`src/rtl/memory_bus_interface_if.sv`:
```
// rtl/memory_bus_interface_if.sv - core-side request/response and external memory bus signals
interface memory_bus_interface_if;
  logic        req_read;
  logic        req_write;
  logic [7:0]  addr_lowbyte;
  logic [7:0]  addr_highbyte;
  logic [7:0]  write_data;
  logic [7:0]  read_data;
  logic        busy;
  logic        done;
  logic        error;
  logic [15:0] ext_addr;
  logic [7:0]  ext_wdata;
  logic        ext_read_en;
  logic        ext_write_en;
  logic        ext_ready;
  logic [7:0]  ext_rdata;

  modport master (
    output req_read, req_write, addr_lowbyte, addr_highbyte, write_data,
    output ext_ready, ext_rdata,
    input  read_data, busy, done, error,
    input  ext_addr, ext_wdata, ext_read_en, ext_write_en
  );

  modport slave (
    input  req_read, req_write, addr_lowbyte, addr_highbyte, write_data,
    input  ext_ready, ext_rdata,
    output read_data, busy, done, error,
    output ext_addr, ext_wdata, ext_read_en, ext_write_en
  );
endinterface

```
`src/rtl/memory_bus_interface.sv`:
```
// rtl/memory_bus_interface.sv - 6502 address-byte to external memory bus bridge with wait-state timeout
module memory_bus_interface #(
  parameter int WAIT_LIMIT = 15
) (
  input logic                    clk,
  input logic                    rst,
  memory_bus_interface_if.slave  bus
);
  localparam int CW = $clog2(WAIT_LIMIT + 1);

  typedef enum logic [1:0] {S_IDLE, S_ACCESS, S_WAIT} state_t;

  state_t          state, state_n;
  logic [CW-1:0]   cnt, cnt_n;
  logic            rd_en, rd_en_n;
  logic            wr_en, wr_en_n;
  logic            done_q, done_n;
  logic            error_q, error_n;
  logic [15:0]     addr, addr_n;
  logic [7:0]      wdata, wdata_n;
  logic [7:0]      rdata, rdata_n;

  always_ff @(posedge clk) begin
    if (rst) begin
      state   <= S_IDLE;
      cnt     <= '0;
      rd_en   <= 1'b0;
      wr_en   <= 1'b0;
      done_q  <= 1'b0;
      error_q <= 1'b0;
      addr    <= 16'h0000;
      wdata   <= 8'h00;
      rdata   <= 8'h00;
    end else begin
      state   <= state_n;
      cnt     <= cnt_n;
      rd_en   <= rd_en_n;
      wr_en   <= wr_en_n;
      done_q  <= done_n;
      error_q <= error_n;
      addr    <= addr_n;
      wdata   <= wdata_n;
      rdata   <= rdata_n;
    end
  end

  always_comb begin
    state_n = state;
    cnt_n   = cnt;
    rd_en_n = rd_en;
    wr_en_n = wr_en;
    done_n  = 1'b0;
    error_n = 1'b0;
    addr_n  = addr;
    wdata_n = wdata;
    rdata_n = rdata;
    unique case (state)
      S_IDLE: begin
        // Read wins a tie; the losing write is dropped, so ext_wdata is left alone.
        if (bus.req_read) begin
          addr_n  = {bus.addr_highbyte, bus.addr_lowbyte};
          rd_en_n = 1'b1;
          cnt_n   = '0;
          state_n = S_ACCESS;
        end else if (bus.req_write) begin
          addr_n  = {bus.addr_highbyte, bus.addr_lowbyte};
          wdata_n = bus.write_data;
          wr_en_n = 1'b1;
          cnt_n   = '0;
          state_n = S_ACCESS;
        end
      end
      S_ACCESS: begin
        state_n = S_WAIT;
      end
      S_WAIT: begin
        if (bus.ext_ready) begin
          if (rd_en) rdata_n = bus.ext_rdata;
          rd_en_n = 1'b0;
          wr_en_n = 1'b0;
          done_n  = 1'b1;
          state_n = S_IDLE;
        end else begin
          cnt_n = cnt + 1'b1;
          if (cnt_n == CW'(WAIT_LIMIT)) begin
            rd_en_n = 1'b0;
            wr_en_n = 1'b0;
            error_n = 1'b1;
            state_n = S_IDLE;
          end
        end
      end
      default: state_n = S_IDLE;
    endcase
  end

  assign bus.busy         = (state != S_IDLE);
  assign bus.done         = done_q;
  assign bus.error        = error_q;
  assign bus.read_data    = rdata;
  assign bus.ext_addr     = addr;
  assign bus.ext_wdata    = wdata;
  assign bus.ext_read_en  = rd_en;
  assign bus.ext_write_en = wr_en;
endmodule

```
`src/flat_wrapper.sv`:
```
// flat-port wrapper written by rule: the top's interface ports become plain ports
module memory_bus_interface_flat 
#(
  parameter int WAIT_LIMIT = 15
)
  (clk, rst, bus_req_read, bus_req_write, bus_addr_lowbyte, bus_addr_highbyte, bus_write_data, bus_ext_ready, bus_ext_rdata, bus_read_data, bus_busy, bus_done, bus_error, bus_ext_addr, bus_ext_wdata, bus_ext_read_en, bus_ext_write_en);
  memory_bus_interface_if bus_i ();
  input logic clk;
  input logic rst;
  input wire logic [$bits(bus_i.req_read)-1:0] bus_req_read;
  input wire logic [$bits(bus_i.req_write)-1:0] bus_req_write;
  input wire logic [$bits(bus_i.addr_lowbyte)-1:0] bus_addr_lowbyte;
  input wire logic [$bits(bus_i.addr_highbyte)-1:0] bus_addr_highbyte;
  input wire logic [$bits(bus_i.write_data)-1:0] bus_write_data;
  input wire logic [$bits(bus_i.ext_ready)-1:0] bus_ext_ready;
  input wire logic [$bits(bus_i.ext_rdata)-1:0] bus_ext_rdata;
  output wire logic [$bits(bus_i.read_data)-1:0] bus_read_data;
  output wire logic [$bits(bus_i.busy)-1:0] bus_busy;
  output wire logic [$bits(bus_i.done)-1:0] bus_done;
  output wire logic [$bits(bus_i.error)-1:0] bus_error;
  output wire logic [$bits(bus_i.ext_addr)-1:0] bus_ext_addr;
  output wire logic [$bits(bus_i.ext_wdata)-1:0] bus_ext_wdata;
  output wire logic [$bits(bus_i.ext_read_en)-1:0] bus_ext_read_en;
  output wire logic [$bits(bus_i.ext_write_en)-1:0] bus_ext_write_en;
  assign bus_i.req_read = bus_req_read;
  assign bus_i.req_write = bus_req_write;
  assign bus_i.addr_lowbyte = bus_addr_lowbyte;
  assign bus_i.addr_highbyte = bus_addr_highbyte;
  assign bus_i.write_data = bus_write_data;
  assign bus_i.ext_ready = bus_ext_ready;
  assign bus_i.ext_rdata = bus_ext_rdata;
  assign bus_read_data = bus_i.read_data;
  assign bus_busy = bus_i.busy;
  assign bus_done = bus_i.done;
  assign bus_error = bus_i.error;
  assign bus_ext_addr = bus_i.ext_addr;
  assign bus_ext_wdata = bus_i.ext_wdata;
  assign bus_ext_read_en = bus_i.ext_read_en;
  assign bus_ext_write_en = bus_i.ext_write_en;
  memory_bus_interface #(.WAIT_LIMIT(WAIT_LIMIT)) u_core (.clk(clk), .rst(rst), .bus(bus_i));
endmodule
```
`config.mk`:
```
export PLATFORM = sky130hd
export DESIGN_NAME = memory_bus_interface_flat
export DESIGN_NICKNAME = d
export VERILOG_FILES = /design/src/rtl/memory_bus_interface_if.sv /design/src/rtl/memory_bus_interface.sv /design/src/flat_wrapper.sv
export SDC_FILE = /design/constraint.sdc
export NUM_CORES = 1
export LEC_CHECK = 0
export ABC_CLOCK_PERIOD_IN_PS = 1290
export CAP_MARGIN = 10
export CORE_UTILIZATION = 37
export CTS_CLUSTER_SIZE = 12
export DETAILED_ROUTE_END_ITERATION = 10
export GPL_TIMING_DRIVEN = 0
export MAX_ROUTING_LAYER = met4
export PLACE_DENSITY = 0.76
export SYNTH_ARGS = -nofsm -noshare
export SYNTH_HDL_FRONTEND = slang
export SYNTH_SLANG_ARGS = --single-unit
```
`constraint.sdc`:
```
create_clock -name clk -period 1.29 [get_ports clk]
set_clock_uncertainty 0.15 [all_clocks]
set_input_delay 0.258 -clock clk [delete_from_list [all_inputs] [get_ports clk]]
set_output_delay 0.258 -clock clk [all_outputs]
set_load 0.02 [all_outputs]
```
; ---- Yosys cells after proc, flatten, opt, wreduce, memory -nomap -nowiden
; Cells that the tools add are included.
[word_totals]
reg_bits = 42
input_bits = 37
output_inout_bits = 37
word_cells = 54
[op_classes]
addsub = 1
n_eq_ne = 9
muxes = 20
bitwise_logic = 2
n_reduce_logical = 13
[op_table]
columns = operator, count
row1 = 16-bit 2-to-1 mux, 2
row2 = 4-bit 2-to-1 mux, 3
row3 = 3-bit AND reduction, 4
row4 = 2-bit 2-to-1 mux, 4
row5 = "2-bit inequality test, second input constant", 4
row6 = 4-bit one-hot mux with 2 select lines, 1
row7 = 1-bit 2-to-1 mux, 7
row8 = 2-bit one-hot mux with 3 select lines, 1
row9 = 2-bit nonzero test, 3
row10 = "4-bit by 1-bit adder with 4-bit output, second input constant", 1
row11 = "4-bit equality test, second input constant", 1
row12 = 1-bit one-hot mux with 2 select lines, 2
row13 = 2-bit AND reduction, 2
row14 = 4-bit AND reduction, 1
row15 = "3-bit by 2-bit inequality test with 1-bit output, second input constant", 1
row16 = "3-bit inequality test, second input constant", 1
row17 = 3-bit OR reduction, 1
row18 = "2-bit by 1-bit equality test with 1-bit output, second input constant", 1
row19 = "2-bit equality test, second input constant", 1
row20 = 2-bit logical NOT, 1
row21 = 1-bit inverter, 2
row22 = 2-bit OR reduction, 1

; ---- Logic depth before layout (Yosys ltp)
; Gate-level depths: netlist (run 1).
[depth]
depth_word = 5
depth_mapped = 6
ltp_nobuf = 5

; ---- Least setup slack after synthesis (run 1)
; Ideal clock, no wire load.
[synth_path]
path_type = register -> register
from = register u_core.cnt[0]
to = register u_core.error_q, in the netlist u_core.bus.error
setup_time_ps = 80
arrival_ps = 1186
t_required_ps = 1060
path_slack_ps = -126
path_stages_with_launch = 6
path_buffers = 0
period_less_slack_ps = 1416
path_cell_list = dfxtp_1 -> ha_1 -> nor2b_1 -> a21oi_1 -> o21ai_1 -> nor3b_1
[synth_between]
elab_chain_cells = 3
[synth_lines]
columns = element, line
row1 = "start, declared", memory_bus_interface.sv:14  ; logic [CW-1:0] cnt, cnt_n;
row2 = "start signal, assigned", memory_bus_interface.sv:36  ; cnt <= cnt_n;
row3 = 4-bit by 1-bit adder with 4-bit output, memory_bus_interface.sv:84  ; cnt_n = cnt + 1'b1;
row4 = 4-bit equality test, memory_bus_interface.sv:85  ; if (cnt_n == CW'(WAIT_LIMIT)) begin
row5 = 1-bit 2-to-1 mux, memory_bus_interface.sv:85
row6 = "end signal, assigned", memory_bus_interface.sv:40  ; error_q <= error_n;
row7 = "end, declared", memory_bus_interface.sv:18  ; logic error_q, error_n;
; No other way between the ends.
; A chain may end at the register's enable or synchronous reset.

; ---- Worst setup path after layout (run 1)
[layout_path]
from = register u_core.state[1]
to = register u_core.addr[13], in the netlist u_core.bus.ext_addr[13]
[layout_between]
elab_chain_cells = 2
[layout_lines]
columns = element, line
row1 = "start, declared", memory_bus_interface.sv:13  ; state_t state, state_n;
row2 = "start signal, assigned", memory_bus_interface.sv:35  ; state <= state_n;
row3 = 2-bit logical NOT, memory_bus_interface.sv:57  ; unique case (state)
row4 = 2-bit AND reduction (no source line), -
row5 = "end signal, assigned", memory_bus_interface.sv:41  ; addr <= addr_n;
row6 = "end, declared", memory_bus_interface.sv:19  ; logic [15:0] addr, addr_n;
; No other way between the ends.

==> impl_metrics.csv, run 1 <==
group,metric,value,unit
status,status,"finished, violations left",
timing,tns,-1550,ps
synth,synth_common_cells,"70 x nand2_1, 42 x dfxtp_1, 40 x a21oi_1",
synth,syn_avg_cell_area,8.04,um^2
route,vias_per_cell,4.84,
placed_design,routabilityCongestion,0.781,
clock_tree,root_buffer,"clkbuf_8",
synth,ys_warn_count,0,
floorplanning,die-area,0.00461,mm^2
placed_design,dp_hpwl,2850,um
power_and_ir_drop,leakage,1.13,nW
layout,stdcell_count,340,
grt,grt_pass1_vias,1520,
timing,worst_pin_slew,673,ps
clock_tree,htreeDepth,2,
critical_path,critPathArrivalTime,1490,ps
grt,grtUsageTotal,0.201,
timing,rsz0062_at_grt,"true",
timing,relSlewSlack,0.551,
synth,synth_edf_count,0,
status,violations,"negative setup slack",
synth,ys.flop_type,"dfxtp_1",
floorplanning,start_util,0.393,
critical_path,worstPathRequired,1370,ps
layout,syn2layout_area_growth,70.4,%
clock_tree,worstSkewPairLatency,300,ps
timing,period_needed,1410,ps
synth,yosysMostFrequentCell,"nand2_1",
floorplanning,io_pins,74,
synth,synth_seq_area_share,0.523,
layout,layout-drive-gt1-share,0.459,
floorplanning,fp.dieW,67.9,um
power_and_ir_drop,p_per_area,1190,mW/mm^2
grt,grt_max_degree,15,
synth,synth_top_cell_by_area,"dfxtp_1",
critical_path,worstSetupPathType,"register to register",
hold_path,hp-class,"input pin to register",
synth,postSynth.asyncResetShare,0,
synth,synth-seq-cells,42,
grt,grt-ovfl-total,0,
floorplanning,rows,23,
power_and_ir_drop,finalPower,0.00327,W
route,ant_nets,0,
timing,period_share,1.09,
timing,setup_slack,-121,ps
clock_tree,clock_tree.buffer_depth,2,
placed_design,post-place-ws,-683,ps
placed_design,portBuffers,72,
timing,final-hold-violation-count,0,
critical_path,start_kind,"register",
timing,finalSetupViolations,38,
clock_tree,cts.sinks,42,
route,drt_iter0_markers,59,
layout,fin_nets,328,
layout,fillCellCount,364,
clock_tree,cts_tree,"yes",
layout,n_antenna_cell,0,
synth,syn_area,0.00161,mm^2
synth,synth_top_area_share,0.523,
timing,slew_violations,0,
grt,antenna_found_initial,0,
placed_design,place_inst,322,
synth,synth_cell_types,26,
synth,netlist_instances,200,
clock_tree,numCtsBuffers,5,
floorplanning,core_area,0.00409,mm^2
critical_path,path_max_fanout,7,
flow_run,max-cap-violations,0,
synth,synth_area_leaders,"dfxtp_1 52%, nand2_1 16%, a21oi_1 12%",
synth,synth_nets,239,
timing,hold_slack,241,ps
route,wirelength,4640,um
route,wl_per_cell,13.6,um
route,vias,1645,
critical_path,end_kind,"register",
floorplanning,die-height,67.9,um
route,drt_first_pass_iters,4,
clock_tree,clk_pin_slew_worst_paths,90,ps
route,drc_errors,0,
power_and_ir_drop,peakVddDrop,0.000922,V
timing,fmax,709,MHz
grt,grt_pass1_wl,6740,um
-- logic make-up after synthesis --
logic type,after synthesis,share of synthesized area
fa+ha+maj,2,0.0156
flops,42,0.523
compound gates,47,0.152
buf+inv,12,0.0350
simple gates,97,0.275
-- state kept, by name, summed over array words and instances (netlist names) --
| register | cells |
|---|---|
| u_core.bus.done | 1 |
| u_core.bus.error | 1 |
| u_core.bus.ext_addr | 16 |
| u_core.bus.ext_read_en | 1 |
| u_core.bus.ext_wdata | 8 |
| u_core.bus.ext_write_en | 1 |
| u_core.bus.read_data | 8 |
| u_core.cnt | 4 |
| u_core.state | 2 |
-- worst paths after layout --
check	endpoint	cells past startpoint	from	slack [ps]
worst max-delay path	u_core.bus.ext_addr[13]	6	u_core.state[1]	-120
worst min-delay path	u_core.bus.ext_read_en	4	rst	240
worst max register to register	u_core.bus.ext_addr[13]	6	u_core.state[1]	-120
worst min register to register	u_core.bus.ext_addr[8]	2	u_core.bus.ext_addr[8]	300
-- timing repair --
item	CTS	global route
gates resized for setup	190	50
hold buffers	0	0
buffers inserted	11	1
pin swaps	18	27
endpoints found under the setup margin	78	43
cloned	1	0
-- routing by layer --
| layer | vias to the layer above | wire length [um] | track usage |
|---|---|---|---|
| met4 | 0 | 51 | 0.0651 |
| met3 | 6 | 325 | 0.0533 |
| met2 | 56 | 2310 | 0.336 |
| li1 | 831 | - | - |
| met1 | 752 | 1950 | 0.231 |
| met5 | - | 0 | - |
-- layout make-up --
| class | instances | area [um^2] | area share |
|---|---|---|---|
| well taps | 50 | 62.6 | 0.0228 |
| multi-input cells | 146 | 971 | 0.354 |
| plain buffers | 7 | 41.3 | 0.0151 |
| flip-flops and latches | 42 | 857 | 0.313 |
| repair buffers | 85 | 668 | 0.244 |
| clock inverters | 2 | 38.8 | 0.0142 |
| inverters | 2 | 7.51 | 0.00274 |
| clock buffers | 6 | 93.8 | 0.0342 |
-- power by group --
part           total, W  internal (W)  switching, W
sequential      0.00142       0.00137     0.0000533
combinational  0.000691      0.000325      0.000366
clock           0.00116      0.000697      0.000467
total           0.00327       0.00239      0.000886
-- stage by stage --
stage / area, um^2 / utilization
final: 2740 / 0.671
after floorplan: 1640 / -
after global placement: 2420 / 0.593
after global routing: 2740 / 0.671
after CTS: 2610 / 0.639
after detailed placement: 2420 / 0.593
-- cell usage in the layout (no fill, tap or decap), types with 4 or more instances in the layout --
cell,count
buf_2,35
nand2_1,42
buf_6,11
nand2_4,6
nand2_2,22
buf_4,6
a21oi_2,22
nor2_1,6
clkbuf_8,5
a21oi_1,19
clkbuf_1,5
clkdlybuf4s50_1,32
dfxtp_1,37
dfxtp_4,4
-- worst max-delay path, cell delays in order, from the launching register on --
cell and delay, ps:
dfxtp_4 380, nor2_4 120, buf_6 120, and2_4 200
buf_6 140, nand2_1 90, a21oi_2 130
No activity file was read; power rests on OpenSTA's default activity.
==> run 2: changes to the inputs <==
Settings changed: CORE_UTILIZATION 37 to 35, HOLD_SLACK_MARGIN set to 0.05, PLACE_DENSITY 0.76 to 0.72.
==> impl_metrics.csv, run 2 (synthesis results as in run 1) <==
group,metric,value,unit
status,status,"finished, violations left",
status,violations,"negative setup slack",
timing,finalSetupViolations,41,
grt,antenna_found_initial,0,
timing,period_needed,1440,ps
route,drc_errors,0,
route,wl_per_cell,13.2,um
timing,rsz0062_at_grt,"true",
power_and_ir_drop,leakage,1.17,nW
grt,grt_max_degree,13,
route,ant_nets,0,
placed_design,place_inst,324,
clock_tree,htreeDepth,2,
layout,stdcell_count,349,
clock_tree,numCtsBuffers,5,
floorplanning,fp.dieW,69.8,um
grt,grt-ovfl-total,0,
floorplanning,die-height,69.8,um
layout,fin_nets,335,
route,drt_first_pass_iters,4,
layout,final_util,0.649,
hold_path,min_path_cells,4,
route,vias,1672,
power_and_ir_drop,peakVddDrop,0.000659,V
critical_path,critical-path-max-stage-delay,410,ps
floorplanning,rows,24,
layout,largest_reg_flops,16,
grt,grtUsageTotal,0.183,
critical_path,path_max_fanout,7,
critical_path,path_buf_inv,1,
hold_path,hp-class,"input pin to register",
clock_tree,clk_pin_slew_worst_paths,80,ps
critical_path,start_kind,"register",
layout,layout_common_cells,"38 x nand2_1, 37 x dfxtp_1, 35 x buf_2",
flow_run,max-cap-violations,0,
grt,grt_pass1_vias,1525,
layout,layout.cells.most_common,"nand2_1",
floorplanning,start_util,0.367,
power_and_ir_drop,p_per_area,1050,mW/mm^2
timing,relSlewSlack,0.534,
critical_path,cpLargestDelayFamily,"simple AND/OR/NAND/NOR gates",
timing,slew_violations,0,
critical_path,critPathSlowestCell,"dfxtp_4",
timing,period_share,1.11,
clock_tree,cts.sinks,42,
critical_path,ff2ff_path_depth,5,
timing,hold_slack,258,ps
layout,n_antenna_cell,0,
critical_path,worstPathRequired,1350,ps
route,drt_iter0_markers,53,
timing,fmax,696,MHz
clock_tree,hold_buffers,0,
clock_tree,cts_tree,"yes",
critical_path,cp.depth,5,
timing,worst_pin_slew,698,ps
layout,fillCellCount,387,
floorplanning,die-area,0.00487,mm^2
timing,setup_slack,-147,ps
critical_path,critPathArrivalTime,1500,ps
timing,final-hold-violation-count,0,
placed_design,dp_hpwl,2750,um
critical_path,worstSetupPathType,"register to register",
critical_path,crit_chain,"or3b_1, buf_6, nor2_4, o21ai_2, a21oi_1",
layout,syn2layout_area_growth,76.9,%
placed_design,portBuffers,72,
layout,layout-drive-gt1-share,0.488,
clock_tree,clock_tree.buffer_depth,2,
power_and_ir_drop,finalPower,0.00299,W
floorplanning,core_area,0.00438,mm^2
grt,grt_pass1_wl,7070,um
critical_path,end_kind,"register",
floorplanning,io_pins,74,
clock_tree,worstSkewPairLatency,280,ps
route,wirelength,4590,um
placed_design,routabilityCongestion,0.842,
route,vias_per_cell,4.79,
clock_tree,root_buffer,"clkbuf_8",
run 2: cell types whose count changed in the layout (fill, tap and decap cells not counted), sizes merged:
cell | before | now
clkbuf | 11 | 14
clkinv | 1 | 0
clkdlybuf4s15 | 0 | 1
buf | 52 | 57
bufinv | 1 | 0
run 2: what timing repair did:
| item | 4_1_cts | 5_1_grt |
|---|---|---|
| endpoints found under the setup margin | 78 | 59 |
| buffers inserted | 14 | 3 |
| pin swaps | 10 | 44 |
| gates cloned | 1 | 1 |
| gates resized for setup | 169 | 83 |
run 2: area by class of cell:
| class | count | area (um^2) | share of cell area |
|---|---|---|---|
| well taps | 52 | 65.1 | 0.0229 |
| clock buffers | 8 | 80.1 | 0.0282 |
| repair buffers | 91 | 747 | 0.263 |
| inverters | 2 | 7.51 | 0.00264 |
| flip-flops and latches | 42 | 857 | 0.301 |
| multi-input cells | 146 | 1030 | 0.361 |
| plain buffers | 8 | 60.1 | 0.0211 |
run 2: worst min-delay path, delay by kind of cell:
family,cells,cell delay [ps]
buf+inv,1,240
compound gates,2,90
simple gates,1,60
run 2: worst paths after layout:
kind                                              from                     end  slack (ps)
worst max register to register         u_core.state[1]           u_core.cnt[2]        -150
worst min register to register  u_core.bus.ext_addr[1]  u_core.bus.ext_addr[1]         300
worst min-delay path                               rst  u_core.bus.ext_read_en         260
worst max-delay path                   u_core.state[1]           u_core.cnt[2]        -150
run 2: routing by layer:
metal | wire length (um) | GRT usage | vias up
met2 | 2220 | 0.292 | 51
met1 | 2100 | 0.230 | 773
li1 | - | - | 846
met4 | 8 | 0.0511 | 0
met3 | 270 | 0.0451 | 2
met5 | 0 | - | -
run 2: metrics by stage:
| step | setup slack [ps] | area (um^2) | TNS, ps |
|---|---|---|---|
| global route | -204 | 2840 | -5620 |
| finish | -147 | 2840 | -3270 |
| floorplan | -34.5 | 1640 | -60.7 |
| CTS | -117 | 2690 | -2360 |
| global placement | -682 | 2430 | -20500 |
| detailed placement | -685 | 2430 | -21260 |
run 2: report_power, final:
group / switching [W] / internal [W] / leakage (nW) / total [W]
clock: 0.000414 / 0.000385 / 0.0395 / 0.000799
sequential: 0.0000474 / 0.00137 / 0.346 / 0.00141
combinational: 0.000396 / 0.000382 / 0.786 / 0.000777
total: 0.000857 / 0.00213 / 1.17 / 0.00299
